### config.mk
export PLATFORM = sky130hd
export DESIGN_NAME = prio_intc
export DESIGN_NICKNAME = d
export VERILOG_FILES = /design/src/rtl/prio_intc.sv
export SDC_FILE = /design/constraint.sdc
export NUM_CORES = 1
export LEC_CHECK = 0
export CAP_MARGIN = 20
export CORE_UTILIZATION = 40
export DETAILED_ROUTE_END_ITERATION = 16
export GPL_ROUTABILITY_DRIVEN = 0
export HOLD_SLACK_MARGIN = 0.15
export MAX_ROUTING_LAYER = met4
export PLACE_DENSITY_LB_ADDON = 0.25
export SYNTH_ARGS = -nofsm -noshare
export SYNTH_HDL_FRONTEND = slang
export SYNTH_SLANG_ARGS = --single-unit
### constraint.sdc
create_clock -name CLK -period 17.4 [get_ports CLK]
set_input_delay 3.48 -clock CLK [delete_from_list [all_inputs] [get_ports CLK]]
set_output_delay 3.48 -clock CLK [all_outputs]
set_load 0.01 [all_outputs]
### src/rtl/prio_intc.sv
// Clocked interrupt-priority controller: edge capture into sticky pending bits, fixed group priority,
// valid/ready presentation. Define PRIO_INTC_ROTATE_EN for round-robin priority within each group.
module prio_intc #(
    parameter int CHANNELS = 9,
    parameter int GROUPS   = 3,
    parameter int CH_W     = $clog2(CHANNELS),
    parameter int GR_W     = (GROUPS > 1) ? $clog2(GROUPS) : 1
) (
    input  logic                         CLK,
    input  logic                         RST,
    input  logic [GROUPS*CHANNELS-1:0]   req,
    input  logic [CHANNELS-1:0]          mask,
    output logic                         irq_valid,
    output logic [GR_W-1:0]              irq_grp,
    output logic [CH_W-1:0]              irq_chan,
    input  logic                         irq_ready,
    output logic [GROUPS-1:0]            grp_active,
    output logic [7:0]                   drop_cnt
);

    localparam int N = GROUPS * CHANNELS;

    typedef enum logic [1:0] {IDLE, ARB, PRESENT} state_t;

    state_t            state, state_next;
    logic [N-1:0]      req_q, pend, pend_next, edges, eligible, clr, mask_all;
    logic [GROUPS-1:0] grp_any;
    logic              any_eligible, handshake, load_win;
    logic [GR_W-1:0]   win_grp;
    logic [CH_W-1:0]   win_chan;
    logic [7:0]        drop_next;
    int                drop_sum;

`ifdef PRIO_INTC_ROTATE_EN
    logic [CH_W-1:0]   ptr [GROUPS];
`endif

    always_comb begin
        mask_all = '0;
        grp_any  = '0;
        for (int g = 0; g < GROUPS; g++) begin
            mask_all[g*CHANNELS +: CHANNELS] = mask;
            grp_any[g] = |(pend[g*CHANNELS +: CHANNELS] & mask);
        end
    end

    assign edges        = req & ~req_q & mask_all;
    assign eligible     = pend & mask_all;
    assign any_eligible = |eligible;
    assign handshake    = (state == PRESENT) && irq_ready;

    // The presented source is cleared on handshake; a coincident edge re-arms it without a drop.
    always_comb begin
        clr = '0;
        for (int s = 0; s < N; s++) begin
            if (handshake && (s == int'(irq_grp) * CHANNELS + int'(irq_chan)))
                clr[s] = 1'b1;
        end
    end

    assign pend_next = (pend & ~clr) | edges;

    always_comb begin
        drop_sum = int'(drop_cnt);
        for (int s = 0; s < N; s++) begin
            if (edges[s] && pend[s] && !clr[s])
                drop_sum = drop_sum + 1;
        end
        drop_next = (drop_sum > 255) ? 8'd255 : 8'(drop_sum);
    end

    // Lowest eligible group wins; the channel search order depends on the rotate build option.
    always_comb begin
        logic found, cfound;
        int   idx;
        found    = 1'b0;
        cfound   = 1'b0;
        idx      = 0;
        win_grp  = '0;
        win_chan = '0;
        for (int g = 0; g < GROUPS; g++) begin
            if (!found && grp_any[g]) begin
                found   = 1'b1;
                win_grp = GR_W'(g);
                for (int k = 0; k < CHANNELS; k++) begin
`ifdef PRIO_INTC_ROTATE_EN
                    idx = (int'(ptr[g]) + 1 + k) % CHANNELS;
`else
                    idx = k;
`endif
                    if (!cfound && eligible[g*CHANNELS + idx]) begin
                        cfound   = 1'b1;
                        win_chan = CH_W'(idx);
                    end
                end
            end
        end
    end

    always_comb begin
        state_next = state;
        load_win   = 1'b0;
        case (state)
            IDLE: begin
                if (any_eligible)
                    state_next = ARB;
            end
            ARB: begin
                if (any_eligible) begin
                    load_win   = 1'b1;
                    state_next = PRESENT;
                end else begin
                    state_next = IDLE;
                end
            end
            PRESENT: begin
                if (irq_ready)
                    state_next = IDLE;
            end
            default: state_next = IDLE;
        endcase
    end

    // req_q tracks req even in reset so lines already high never look like fresh edges.
    always_ff @(posedge CLK) begin
        req_q <= req;
    end

    always_ff @(posedge CLK) begin
        if (RST) begin
            state      <= IDLE;
            pend       <= '0;
            irq_valid  <= 1'b0;
            irq_grp    <= '0;
            irq_chan   <= '0;
            grp_active <= '0;
            drop_cnt   <= '0;
        end else begin
            state      <= state_next;
            pend       <= pend_next;
            grp_active <= grp_any;
            drop_cnt   <= drop_next;
            if (load_win) begin
                irq_valid <= 1'b1;
                irq_grp   <= win_grp;
                irq_chan  <= win_chan;
            end else if (handshake) begin
                irq_valid <= 1'b0;
            end
        end
    end

`ifdef PRIO_INTC_ROTATE_EN
    always_ff @(posedge CLK) begin
        if (RST) begin
            for (int g = 0; g < GROUPS; g++)
                ptr[g] <= CH_W'(CHANNELS - 1);
        end else begin
            for (int g = 0; g < GROUPS; g++) begin
                if (handshake && (irq_grp == GR_W'(g)))
                    ptr[g] <= irq_chan;
            end
        end
    end
`endif

endmodule

==> results.toml <==
[synth]
synth-main-ff-cell = "dfxtp_1"
ys_seq_area_share_pct = 14.9
synth_seq_cells = 74
syn_area_um2 = 9940
ys.warnings.count = 0
synth-edff-count = 0
synth-async-reset-ratio_pct = 0
syn_inst = 1276
syn_nets = 1349
avgSynthCellArea_um2 = 7.79
synth_cell_types = 112

[cts]
cts_tree = "yes"
ctsHoldBuffers = 0
h-tree-depth = 3
clockBufferDepth = 2
root_buffer = "clkbuf_16"
clock_sinks = 74
clkLatencyLatePin_ns = 0.34
cts_buffers = 9
path_clk_slew_ns = 0.05

[pwr]
cellPowerDensity_nw_per_um2 = 59.3
internal_power_mw = 0.494
pwr-share-seq_pct = 24.4
p_sw_mw = 0.313
power_frac_comb_pct = 55.0
cellLeakagePower_nw = 5.04
clkPwrFrac_pct = 20.6
ir_drop_mv = 0.0553
swShare_pct = 38.8

[outcome]
status = "finished, violations left"
violations = "negative setup slack"

[cells_and_area]
fillers = 2206
layout-drive-gt1-share_pct = 29.6
mostFrequentLayoutCells = "buf_4, nand2_1, nor2_1"
n_antenna_cell = 0
final_common_cell = "buf_4"
syn_to_final_growth_pct = 36.9
stdcell_area_um2 = 13600
num-nets-final = 1619

[timing]
setup_viol = 8
finalMaxSlewViolations = 0
whs_ns = 0.478
finalCritPeriodShare_pct = 104
clock_skew_ns = 0.00586
rsz0062_at_grt = "yes"
fin_ws_ns = -0.732
fin_crit_ns = 18.13
hold_violations = 0
max-slew-margin-rel_pct = 31.8
clock.fmax_ghz = 0.0552
worstMarginPinSlew_ns = 1.02

[grt]
grt_pass1_wl_um = 52500
grt-ovfl-total = 0
grt_max_degree = 48
antenna_found_initial = 0
grt_pass1_vias = 10300
grtUsageTotal_pct = 26.0

[die]
die_h_um = 160
pin_count = 57
core_um2 = 24300
dieArea_um2 = 25500
initial_utilization_pct = 40.9
fp.dieW_um = 160
fp-row-count = 57

[worst_setup_path]
crit_required_ns = 17.56
critPathSlowestCell = "or4b_4"
worst_setup_path_end_kind = "flip-flop"
reg2reg_depth = 93
critical_path.reg2reg.startpoint = "irq_grp[1]$_SDFFE_PP0P_"
cp-start-kind = "primary input"
r2r_end = "drop_cnt[4]$_SDFF_PP0_"
path_max_fanout = 8
critPathMaxStageDelay_ns = 0.57
crit_type = "primary input to flip-flop"
timing.critical_path.mode_cell = "buf_4"
ff2ff_setup_slack_ns = 0.38
crit_arrival_ns = 18.30

[place]
dpl_cell_area_um2 = 12300
pre_cts_ws_ns = -1.85
hpwl_um = 24900
io_buffers = 56

[job]
maxCapViolCount = 0

[hold_path]
hold_depth = 2
hp-class = "flip-flop to flip-flop"
hp-start = "pend[15]$_SDFF_PP0_"
holdPathEnd = "pend[15]$_SDFF_PP0_"

[routing]
drc = 0
drt_first_pass_iters = 5
wl_per_cell_um = 17.8
viasPerCell = 5.79
drtIter0Drc = 837
vias = 10900
ant_nets = 0
drt_wl_total_um = 33300
-- worst max-delay path, delay by kind of cell --
kind | cells | cell delay, ns
simple gates | 20 | 3.55
buf+inv | 44 | 5.60
xor+xnor | 2 | 0.73
compound gates | 15 | 2.49
fa+ha+maj | 7 | 1.85
mux | 2 | 0.55
-- power groups by stage --
stage,sequential [mW],combinational [mW],clock [mW]
6_report,0.197,0.444,0.166
5_1_grt,0.198,0.481,0.177
4_1_cts,0.196,0.395,0.167
3_5_place_dp,0.200,0.363,0
3_3_place_gp,0.199,0.356,0
2_1_floorplan,0.195,0.241,0
-- final cells by class --
type / count / area, um2 / share of cell area, %
clock inverters: 5 / 32.5 / 0.239
multi-input cells: 1136 / 8910 / 65.5
clock buffers: 10 / 229 / 1.68
flip-flops and latches: 74 / 1480 / 10.9
well taps: 324 / 405 / 2.98
repair buffers: 302 / 2460 / 18.1
inverters: 23 / 86.3 / 0.635
-- layer usage --
layer  track usage (%)  wire length (um)  vias up
li1                  -                 -     5320
met1              34.2             14800     5157
met2              43.0             15900      318
met3              2.88              1870       58
met4              5.42               684        0
met5                 -                 0        -
-- worst max-delay path by stage --
stage                                        end  cells after the start      start  slack, ns
after floorplan           drop_cnt[6]$_SDFF_PP0_                     84  irq_ready      -0.97
after global placement    drop_cnt[6]$_SDFF_PP0_                     87  irq_ready      -1.43
after detailed placement  drop_cnt[3]$_SDFF_PP0_                     86  irq_ready      -1.85
after CTS                 drop_cnt[3]$_SDFF_PP0_                     88  irq_ready      -0.57
after global routing      drop_cnt[3]$_SDFF_PP0_                     88  irq_ready      -1.40
final                     drop_cnt[4]$_SDFF_PP0_                     90  irq_ready      -0.73
-- cells in the mapped netlist, types with 6 or more instances --
cell type | count | area [um2]
xnor3_1 | 7 | 158
a32oi_1 | 6 | 52.6
o21ai_1 | 7 | 35.0
o21a_1 | 9 | 67.6
nor3_1 | 47 | 235
a21o_1 | 6 | 45.0
o21ai_0 | 65 | 325
or3_1 | 17 | 106
and3_1 | 14 | 87.6
mux2_2 | 7 | 78.8
o2111ai_1 | 8 | 70.1
nor2b_1 | 23 | 144
xnor2_2 | 19 | 309
ha_1 | 33 | 413
buf_2 | 10 | 50.1
a21oi_1 | 72 | 360
a31oi_1 | 29 | 181
nand3_1 | 48 | 240
nor3b_1 | 8 | 60.1
a41oi_1 | 8 | 70.1
nand3b_1 | 24 | 180
xnor2_4 | 8 | 220
a311oi_1 | 8 | 70.1
o211ai_1 | 15 | 113
nand4b_1 | 6 | 52.6
mux2i_1 | 9 | 90.1
nand4_1 | 16 | 100
inv_1 | 23 | 86.3
and2_1 | 20 | 125
o22ai_1 | 7 | 43.8
a211oi_1 | 7 | 52.6
nand2b_1 | 14 | 87.6
clkbuf_1 | 29 | 109
xor2_1 | 51 | 447
o31ai_1 | 10 | 75.1
dfxtp_1 | 74 | 1480
nor2_1 | 107 | 402
xor2_2 | 6 | 97.6
nand2_1 | 150 | 563
or2_2 | 11 | 68.8
nor4_1 | 11 | 68.8
a22oi_1 | 8 | 60.1
xnor2_1 | 84 | 736
-- kinds of logic after synthesis --
group | count (synthesis) | share of synthesized area, %
and+or+nand+nor | 543 | 28.0
buffers and inverters | 66 | 2.77
xor gates and xnor gates | 183 | 21.8
AOI/OAI and AO/OA | 356 | 26.0
muxes | 19 | 2.09
DFF | 74 | 14.9
adders and majority gates | 35 | 4.46
-- sequential cells by signal (all words and copies together), names as in the netlist --
register    flops
drop_cnt        8
grp_active      3
irq_chan        4
irq_grp         2
irq_valid       1
pend           27
req_q          27
state           2
-- stage by stage --
step / instances / total power [mW] / util, % / TNS (ns)
after global placement: 1776 / 0.555 / 50.3 / -11.36
after floorplan: 1276 / 0.436 / - / -7.76
after global routing: 1874 / 0.856 / 55.9 / -10.98
after CTS: 1859 / 0.759 / 54.0 / -4.47
final: 1874 / 0.807 / 55.9 / -5.80
after detailed placement: 1777 / 0.563 / 50.4 / -14.77
-- timing repair --
item / 4_1_cts / 5_1_grt
endpoints found under the hold margin: 0 / 0
cloned: 0 / 0
setup endpoints to repair: 8 / 8
resized for setup: 41 / 59
buffers inserted: 67 / 16
pin swaps: 41 / 54
Note: power is estimated with default switching activity, not from simulation.
